## src/rtl/acc_mem_pkg.sv

```systemverilog
// -----------------------------------------------------------------------------
// acc_mem_pkg
// Shared types and default widths for the accelerator memory arbiter.
//   arb_state_t   : arbiter FSM states
//   DEF_*         : default port widths used as parameter defaults
//   LAT_CNT_W     : width of the read-latency down-counter (latency 1..7)
// -----------------------------------------------------------------------------
package acc_mem_pkg;

    localparam int DEF_ADDR_W    = 16;
    localparam int DEF_RD_DATA_W = 512;
    localparam int DEF_WR_DATA_W = 32;
    localparam int LAT_CNT_W     = 3;

    typedef enum logic [1:0] {
        ST_IDLE    = 2'd0,
        ST_RD_WAIT = 2'd1,
        ST_RD_RESP = 2'd2,
        ST_WR_RESP = 2'd3
    } arb_state_t;

endpackage

```

## src/rtl/rr_picker.sv

```systemverilog
// -----------------------------------------------------------------------------
// rr_picker
// Combinational round-robin selector: returns the first requesting index at or
// after ptr_i, wrapping around.
//   req_i         : request vector
//   ptr_i         : index with highest priority this cycle
//   grant_valid_o : at least one request present
//   grant_oh_o    : one-hot grant
//   grant_idx_o   : encoded grant index
// -----------------------------------------------------------------------------
module rr_picker #(
    parameter int N     = 2,
    parameter int IDX_W = 1
) (
    input  logic [N-1:0]     req_i,
    input  logic [IDX_W-1:0] ptr_i,
    output logic             grant_valid_o,
    output logic [N-1:0]     grant_oh_o,
    output logic [IDX_W-1:0] grant_idx_o
);

    logic [IDX_W:0]   sum;
    logic [IDX_W-1:0] idx;

    always_comb begin
        grant_valid_o = 1'b0;
        grant_oh_o    = '0;
        grant_idx_o   = '0;
        sum           = '0;
        idx           = '0;
        for (int k = 0; k < N; k++) begin
            // One extra bit so ptr+k can be wrapped without overflow.
            sum = {1'b0, ptr_i} + (IDX_W+1)'(k);
            if (sum >= (IDX_W+1)'(N)) begin
                sum = sum - (IDX_W+1)'(N);
            end
            idx = sum[IDX_W-1:0];
            if (!grant_valid_o && req_i[idx]) begin
                grant_valid_o   = 1'b1;
                grant_idx_o     = idx;
                grant_oh_o[idx] = 1'b1;
            end
        end
    end

endmodule

```

## src/rtl/acc_mem_arbiter.sv

```systemverilog
// -----------------------------------------------------------------------------
// acc_mem_arbiter
// Shares the accelerator-side data-memory port between NUM_ACC accelerators.
// The CPU always wins: accelerator accesses are issued only in IDLE cycles with
// cpu_busy low. Requesters are served round-robin, one transaction at a time.
//   clk, rst_n          : clock, synchronous active-low reset
//   cpu_busy            : CPU owns the memory port this cycle
//   acc_rd_en/_addr     : per-accelerator read request (level) and address
//   acc_wr_en/_addr/_data : per-accelerator write request, address, data
//   acc_rd_valid        : one-cycle read completion pulse per accelerator
//   acc_rd_data         : last captured read line, shared by all accelerators
//   acc_wr_done         : one-cycle write completion pulse per accelerator
//   mem_en/_we/_addr/_wdata : memory request, driven only in the grant cycle
//   mem_rdata           : read line, MEM_RD_LATENCY cycles after mem_en
// -----------------------------------------------------------------------------
module acc_mem_arbiter
    import acc_mem_pkg::*;
#(
    parameter int NUM_ACC        = 2,
    parameter int ADDR_W         = DEF_ADDR_W,
    parameter int RD_DATA_W      = DEF_RD_DATA_W,
    parameter int WR_DATA_W      = DEF_WR_DATA_W,
    parameter int MEM_RD_LATENCY = 1
) (
    input  logic                           clk,
    input  logic                           rst_n,
    input  logic                           cpu_busy,
    input  logic [NUM_ACC-1:0]             acc_rd_en,
    input  logic [NUM_ACC*ADDR_W-1:0]      acc_rd_addr,
    input  logic [NUM_ACC-1:0]             acc_wr_en,
    input  logic [NUM_ACC*ADDR_W-1:0]      acc_wr_addr,
    input  logic [NUM_ACC*WR_DATA_W-1:0]   acc_wr_data,
    output logic [NUM_ACC-1:0]             acc_rd_valid,
    output logic [RD_DATA_W-1:0]           acc_rd_data,
    output logic [NUM_ACC-1:0]             acc_wr_done,
    output logic                           mem_en,
    output logic                           mem_we,
    output logic [ADDR_W-1:0]              mem_addr,
    output logic [WR_DATA_W-1:0]           mem_wdata,
    input  logic [RD_DATA_W-1:0]           mem_rdata
);

    localparam int IDX_W = (NUM_ACC > 1) ? $clog2(NUM_ACC) : 1;
    localparam logic [LAT_CNT_W-1:0] LAT_LOAD = LAT_CNT_W'(MEM_RD_LATENCY - 1);

    arb_state_t             state_q;
    logic [IDX_W-1:0]       rr_ptr_q;
    logic [IDX_W-1:0]       gnt_q;
    logic [LAT_CNT_W-1:0]   cnt_q;
    logic [NUM_ACC-1:0]     rd_valid_q;
    logic [NUM_ACC-1:0]     wr_done_q;
    logic [RD_DATA_W-1:0]   rd_data_q;

    logic [NUM_ACC-1:0]     pend;
    logic [NUM_ACC-1:0]     grant_oh;
    logic [NUM_ACC-1:0]     gnt_oh_q;
    logic [IDX_W-1:0]       grant_idx;
    logic [IDX_W-1:0]       rr_ptr_d;
    logic                   grant_vld;
    logic                   issue;
    logic                   sel_rd;

    assign pend = acc_rd_en | acc_wr_en;

    rr_picker #(
        .N     (NUM_ACC),
        .IDX_W (IDX_W)
    ) u_pick (
        .req_i         (pend),
        .ptr_i         (rr_ptr_q),
        .grant_valid_o (grant_vld),
        .grant_oh_o    (grant_oh),
        .grant_idx_o   (grant_idx)
    );

    // Gated by rst_n so nothing reaches memory while reset is held.
    assign issue    = rst_n && (state_q == ST_IDLE) && !cpu_busy && grant_vld;
    // A grantee asking for both is served as a read; its write waits.
    assign sel_rd   = acc_rd_en[grant_idx];
    assign rr_ptr_d = (grant_idx == IDX_W'(NUM_ACC - 1)) ? '0 : grant_idx + IDX_W'(1);
    assign gnt_oh_q = NUM_ACC'(1) << gnt_q;

    always_comb begin
        mem_en    = 1'b0;
        mem_we    = 1'b0;
        mem_addr  = '0;
        mem_wdata = '0;
        if (issue) begin
            mem_en = 1'b1;
            if (sel_rd) begin
                mem_addr = acc_rd_addr[grant_idx*ADDR_W +: ADDR_W];
            end else begin
                mem_we    = 1'b1;
                mem_addr  = acc_wr_addr[grant_idx*ADDR_W +: ADDR_W];
                mem_wdata = acc_wr_data[grant_idx*WR_DATA_W +: WR_DATA_W];
            end
        end
    end

    always_ff @(posedge clk) begin
        if (!rst_n) begin
            state_q    <= ST_IDLE;
            rr_ptr_q   <= '0;
            gnt_q      <= '0;
            cnt_q      <= '0;
            rd_valid_q <= '0;
            wr_done_q  <= '0;
            rd_data_q  <= '0;
        end else begin
            rd_valid_q <= '0;
            wr_done_q  <= '0;
            case (state_q)
                ST_IDLE: begin
                    if (issue) begin
                        gnt_q    <= grant_idx;
                        rr_ptr_q <= rr_ptr_d;
                        if (sel_rd) begin
                            cnt_q   <= LAT_LOAD;
                            state_q <= ST_RD_WAIT;
                        end else begin
                            wr_done_q <= grant_oh;
                            state_q   <= ST_WR_RESP;
                        end
                    end
                end
                ST_RD_WAIT: begin
                    // cnt_q == 0 marks the cycle the line is on mem_rdata.
                    if (cnt_q == '0) begin
                        rd_data_q  <= mem_rdata;
                        rd_valid_q <= gnt_oh_q;
                        state_q    <= ST_RD_RESP;
                    end else begin
                        cnt_q <= cnt_q - LAT_CNT_W'(1);
                    end
                end
                ST_RD_RESP: state_q <= ST_IDLE;
                ST_WR_RESP: state_q <= ST_IDLE;
                default:    state_q <= ST_IDLE;
            endcase
        end
    end

    assign acc_rd_valid = rd_valid_q;
    assign acc_wr_done  = wr_done_q;
    assign acc_rd_data  = rd_data_q;

endmodule

```

## config.mk

```make
export PLATFORM = sky130hd
export DESIGN_NAME = acc_mem_arbiter
export DESIGN_NICKNAME = d
export VERILOG_FILES = /design/src/rtl/acc_mem_pkg.sv /design/src/rtl/rr_picker.sv /design/src/rtl/acc_mem_arbiter.sv
export SDC_FILE = /design/constraint.sdc
export NUM_CORES = 1
export LEC_CHECK = 0
export ABC_AREA = 1
export ABC_CLOCK_PERIOD_IN_PS = 1600
export BUFFER_PORTS_ARGS = -buffer_cell sky130_fd_sc_hd__buf_2
export CAP_MARGIN = 10
export CORE_AREA = 2 2 467 469
export CTS_CLUSTER_DIAMETER = 30
export CTS_CLUSTER_SIZE = 20
export DETAILED_ROUTE_END_ITERATION = 10
export DIE_AREA = 0 0 469 471
export SLEW_MARGIN = 20
export SYNTH_ARGS = -nofsm -noshare
export SYNTH_HDL_FRONTEND = slang
export SYNTH_HIERARCHICAL = 1
export SYNTH_SLANG_ARGS = --single-unit
```

## constraint.sdc

```tcl
create_clock -name clk -period 1.6 [get_ports clk]
set_clock_uncertainty 0.15 [all_clocks]
set_input_delay 0.08 -clock clk [delete_from_list [all_inputs] [get_ports clk]]
set_output_delay 0.08 -clock clk [all_outputs]
set_load 0.01 [all_outputs]
```

=== Word level (Yosys, flattened, before mapping) ===
Index checks and enable logic that the tools add are counted.
Widths: inputs -> output; s select.

* Bits of input ports: 647
* Flip-flop bits (word level): 523

* Multiplexer cells: 34
* Add/subtract/negate cells: 5
* Bitwise logic cells: 5
* $lt $le $gt $ge: 7
* Equality and inequality tests: 7
* Shifts and indexed selects: 4
* Reduce and logical (&&, ||, !) cells: 18

{| class="wikitable"
|+ Operator list
! kind !! number
|-
| $mux 32 || 2
|-
| $shiftx 32x6->16 || 2
|-
| $shiftx 64x7->32 || 1
|-
| $mux 16 || 2
|-
| $mux 1 || 18
|-
| $mux 2 || 5
|-
| $mux 3 || 3
|-
| $ne 2x2->1 const B || 4
|-
| $logic_and 1x1->1 || 6
|-
| $lt 1x2->1 const B || 3
|-
| $pmux 2 s3 || 1
|-
| $pmux 3 s2 || 1
|-
| $reduce_and 2->1 || 3
|-
| $eq 2x2->1 const B || 2
|-
| $or 2x2->2 || 2
|-
| $reduce_and 4->1 || 1
|-
| $reduce_or 4->1 || 1
|-
| $logic_not 3->1 || 1
|-
| $not 1->1 || 3
|-
| $reduce_and 3->1 || 1
|-
| $sub 3x1->3 const B || 1
|-
| $add 1x1->2 const B || 1
|-
| $demux 1 s1 || 2
|-
| $eq 2x1->1 const B || 1
|-
| 10 further kinds || 13
|}

=== Depth between registers and ports, before layout ===
* Depth in word-level cells: 13
* Gate-level depth with buffers: 12

=== Hierarchy ===
The synthesis kept the hierarchy.

{| class="wikitable"
|+ By module, submodules not included
! module !! cells an instance !! seq. area each (um^2) !! area an instance (um^2) !! times used
|-
| acc_mem_arbiter || 2519 || 10470.0 || 19060.8 || 1
|-
| rr_picker || 14 || 0.0 || 55.1 || 1
|}

=== Worst setup path after synthesis ===
OpenSTA, ideal clock, no wires.

* Kind: in2out
* Start point: in acc_rd_en[0]
* End point: out mem_wdata[23]
* Stages: 12
* Arrival: 1.612 ns
* Buffers on the path: 2
* Setup slack: -0.242 ns
* Path through: or2_2 > inv_1 > nor2_2 > nor2_1 > buf_4 > inv_2 > nand2_2 > nand3_2 > nor2_2 > inv_2 > buf_6 > a21oi_1

* Word-level cells in the longest chain between the ends: 11

{| class="wikitable"
|+ Ends and longest elaborated chain
! element !! line !! RTL
|-
| from (decl) || acc_mem_arbiter.sv:28 || <nowiki>input logic [NUM_ACC-1:0] acc_rd_en,</nowiki>
|-
| $or 2x2->2 (*) || acc_mem_arbiter.sv:63 || <nowiki>assign pend = acc_rd_en | acc_wr_en;</nowiki>
|-
| $mux 1 (not written as such) (2 in series) || rr_picker.sv:38 || <nowiki>if (!grant_valid_o && req_i[idx]) begin</nowiki>
|-
| $mux 1 || rr_picker.sv:38 ||
|-
| $logic_not 1->1 || rr_picker.sv:38 ||
|-
| $logic_and 1x1->1 || rr_picker.sv:38 ||
|-
| $mux 1 (*) || rr_picker.sv:38 ||
|-
| named net grant_idx || acc_mem_arbiter.sv:57 || <nowiki>logic [IDX_W-1:0] grant_idx;</nowiki>
|-
| parallel branches: the longest is 2 deep, another holds $shiftx 64x7->32 || n/a ||
|-
| $mux 32 (*) || acc_mem_arbiter.sv:90 || <nowiki>if (sel_rd) begin</nowiki>
|-
| $mux 32 (*) || acc_mem_arbiter.sv:88 || <nowiki>if (issue) begin</nowiki>
|-
| to (decl) || acc_mem_arbiter.sv:39 || <nowiki>output logic [WR_DATA_W-1:0] mem_wdata,</nowiki>
|}

Mark *: on every way through the listed nets, which the timed path passes. The select of a mux whose other input is x is not followed.

=== Worst setup path after layout ===
* Start point: reg rr_ptr_q
* End point: out mem_addr[6]

* Word-level cells in the longest chain between the ends: 12

{| class="wikitable"
|+ Ends and longest elaborated chain
! element !! line !! RTL
|-
| from (decl) || acc_mem_arbiter.sv:47 || <nowiki>logic [IDX_W-1:0] rr_ptr_q;</nowiki>
|-
| from (signal assigned) || acc_mem_arbiter.sv:116 || <nowiki>rr_ptr_q <= rr_ptr_d;</nowiki>
|-
| $ge 1x2->1 or $sub 1x1->1 (tied branches) || rr_picker.sv:34, rr_picker.sv:35 ||
|-
| $mux 1 || rr_picker.sv:34 || <nowiki>if (sum >= (IDX_W+1)'(N)) begin</nowiki>
|-
| $mux 1 (not written as such) (2 in series) || rr_picker.sv:38 ||
|-
| $mux 1 || rr_picker.sv:38 ||
|-
| $logic_not 1->1 || rr_picker.sv:38 ||
|-
| $logic_and 1x1->1 || rr_picker.sv:38 ||
|-
| $mux 1 (*) || rr_picker.sv:38 ||
|-
| named net grant_idx || acc_mem_arbiter.sv:57 ||
|-
| parallel branches: the longest is 2 deep, another holds $shiftx 32x6->16 || n/a ||
|-
| $mux 16 (*) || acc_mem_arbiter.sv:90 ||
|-
| $mux 16 (*) || acc_mem_arbiter.sv:88 ||
|-
| to (decl) || acc_mem_arbiter.sv:38 || <nowiki>output logic [ADDR_W-1:0] mem_addr,</nowiki>
|}

Marked as above.

==> impl_metrics.csv <==
group,metric,value,unit
worst_setup_path,critPathSlowestCell,"dfxtp_2",
global_routing,grt_overflow,0,
timing,fmax,380.2,MHz
worst_setup_path,endpoint_kind,"output port",
synthesis,syn_inst,2533,
clock_network,clk_latency,0.77,ns
synthesis,yosysTopAreaCell,"dfxtp_1",
worst_setup_path,path_buf_inv,5,
finish,fin_cells,8015,
synthesis,ys.flop_type,"dfxtp_1",
worst_hold_path,hold_class,"input port to flop",
placement,dpl_cell_area,30030,um^2
synthesis,synth.top_cells.by_area,"dfxtp_1 (55%), nand2_1 (23%), a21oi_1 (15%)",
worst_setup_path,timing.rr.start,"cnt_q[0]",
finish,area_growth,170.1,%
timing,fin_ws,-1.030,ns
run_status,failed_checks,"negative hold slack, negative setup slack",
worst_setup_path,path_max_fanout,6,
power,p_total,65.47,mW
run,maxCapViolCount,0,
timing,setup_viol,599,
global_routing,antenna_found_initial,92,
worst_setup_path,path_common_cell,"buf_12",
timing,fin_setup_tns,-224.24,ns
clock_network,htree_levels,4,
finish,nFillCells,22630,
finish,fin_area,51640,um^2
synthesis,ys_seq_area_frac,0.5477,
worst_setup_path,crit_chain,"nor2_4, nor2_4, buf_12, buf_12, o21ai_4, buf_12, clkbuf_16, o21ai_1, a21oi_2, buf_2",
timing,worst_pin_slew,0.5145,ns
route,dr.pass1.iters,8,
power,irDropWorstVdd,1097,uV
timing,rsz0062_at_grt,"yes",
synthesis,synth_top_family_by_area,"simple AND/OR/NAND/NOR gates",
die,num_io_pins,1213,
synthesis,synth_common_cells,"nand2_1 (1,169), a21oi_1 (563), dfxtp_1 (523), buf_2 (109), clkbuf_1 (46)",
die,die_w,469,um
die,die_h,471,um
route,drc,0,
global_routing,grt_pass1_wl,220300,um
synthesis,postSynthAreaPerCell,7.547,um^2
worst_setup_path,cpPeakStageDelay,0.32,ns
finish,drive_above_1_share,0.4697,
route,ant_nets,0,
worst_setup_path,r2r_slack,-0.49,ns
timing,fin_crit_sh,1.644,
global_routing,first_global_vias,29450,
clock_network,cts_root_buf,"clkbuf_16",
synthesis,yosys.area_share.simple,0.2383,
synthesis,synth_adder_area_share,0.001309,
worst_setup_path,r2r_end,"acc_rd_data[87]",
synthesis,ys_ff_latch,523,
timing,slew_headroom,0.6565,
die,die_area,220900,um^2
clock_network,clk_pin_slew_worst_paths,0.03,ns
synthesis,synth_edf_count,0,
timing,finalHoldViolations,9,
clock_network,clock-sinks,523,
worst_setup_path,start_kind,"flop",
placement,dp_slack,-0.4917,ns
placement,gp_congestion,0.9632,
route,num_vias,30320,
run_status,status,"complete, but fails checks",
timing,drv_slew,0,
timing,fin_crit,2.630,ns
worst_setup_path,cp_top_family,"buffers and inverters",
synthesis,syn-cell-area,19120,um^2
placement,dp_cells,6586,
finish,final_nets,5648,
synthesis,synth_nets,3182,
worst_setup_path,reg2reg_depth,11,
global_routing,grt_max_degree,51,
worst_hold_path,min_from,"cpu_busy",
worst_hold_path,min_path_cells,6,
synthesis,synthXorXnorAreaFrac,0,
synthesis,muxShareOfSynthArea,0,
worst_setup_path,worstPathRequired,1.37,ns
placement,dp_hpwl,116400,um
synthesis,synth_cell_types,27,
finish,multiInputGateArea,10820,um^2
die,core_area,216100,um^2
route,drt_wl_total,183100,um
worst_setup_path,cp_data_arrival_time,2.40,ns
power,p_leak,22.57,nW
die,start_util,0.08846,
die,row_count,171,
synthesis,synth_compound_gate_area_share,0.1569,
route,wl_per_cell,22.84,um
route,avgViaCountPerCell,3.782,
clock_network,cts_buffers,142,
placement,io_buffers,1212,
timing,timing.hold.ws,-0.2541,ns
synthesis,ys_async_sr_fraction,0,
synthesis,netlist.area_leader.share,0.5477,
worst_hold_path,min_to,"rr_ptr_q",
finish,seq_area,10470,um^2
power,cellPowerDensity,1268,nW/um^2
route,drt_iter0_drc,2117,
synthesis,yosysMostFrequentCell,"nand2_1",
clock_network,cts_tree,"yes",
clock_network,clockBufferDepth,3,
synthesis,yosysWarnings,6,
worst_setup_path,crit_type,"flop to output port",
global_routing,track_usage,0.1423,
-- worst max path at each step --
stage	startpoint	endpoint	slack, ns	cells after the start
after detailed placement	acc_rd_en[1]	mem_addr[8]	-0.49	10
after CTS	rr_ptr_q	mem_addr[4]	-1.06	8
final	rr_ptr_q	mem_addr[6]	-1.03	10
after global placement	acc_rd_en[0]	mem_wdata[2]	-0.45	12
after floorplan	acc_rd_en[0]	mem_wdata[10]	-0.08	12
after global routing	rr_ptr_q	mem_addr[6]	-1.17	10
-- sequential cells by signal (all words and copies together), names as in the netlist --
name	flops
acc_rd_valid	2
rr_ptr_q	1
acc_wr_done	2
gnt_q	1
acc_rd_data	512
state_q	2
cnt_q	3
-- repair_timing --
| action | in CTS | in global routing |
|---|---|---|
| hold endpoints to repair | 522 | 12 |
| setup buffers | 36 | 59 |
| gates resized for setup | 244 | 846 |
| gates cloned | 35 | 55 |
| pin swaps | 65 | 128 |
| hold buffers | 952 | 4 |
| setup endpoints to repair | 727 | 757 |
-- per-layer routing --
metal / vias up / global-route usage / part of all wire
met5: - / 0 / 0.0014
met4: 38 / 0.1031 / 0.080
met3: 661 / 0.05335 / 0.11
met2: 2137 / 0.2292 / 0.45
met1: 14260 / 0.1520 / 0.36
li1: 13220 / - / -
-- metrics by stage --
stage / hold WS, ns / util
final: -0.2541 / 0.2390
after global routing: -0.2755 / 0.2388
after CTS: -0.4020 / 0.2172
after detailed placement: 0.1817 / 0.1390
after global placement: 0.1788 / 0.1390
after floorplan: 0.05041 / -
-- final cells by class --
type | instances | share of cell area
Clock inverter | 72 | 0.02101
Timing Repair inverter | 6 | 0.002835
Tap cell | 2854 | 0.06915
Inverter | 21 | 0.002326
Antenna cell | 49 | 0.002375
Sequential cell | 523 | 0.2028
Multi-Input combinational cell | 1800 | 0.2096
Timing Repair Buffer | 2505 | 0.4124
Clock buffer | 185 | 0.07756
-- layout by cell type (no fill, tap or decap), types with 92 or more instances in the layout --
master / count
a21oi_1: 306
buf_2: 1183
a21oi_2: 221
nand2_4: 198
dlygate4sd3_1: 956
buf_12: 92
dfxtp_1: 520
clkbuf_16: 187
nand2_1: 876
buf_4: 106
-- power breakdown --
group          leakage, nW  switching, mW  internal [mW]
clock network         2.46           10.1           19.9
registers             4.25           1.00           14.5
logic                 15.9           10.4           9.47
-- cells by family after synthesis --
logic type                 Yosys count
AOI/OAI and AO/OA                  598
and+or+nand+nor                   1199
DFF                                523
buffers and inverters              211
adders and majority gates            2
-- worst register-to-register path, cell delays in order (launching register included) --
cell and delay, ns:
dfxtp_2 0.32, inv_2 0.05, ha_4 0.16, ha_4 0.18, buf_12 0.13, nand2_8 0.09, buf_6 0.11, buf_16 0.14
buf_8 0.20, buf_8 0.17, nand2_1 0.09, a21oi_1 0.25
(Power assumes the default switching activity.)
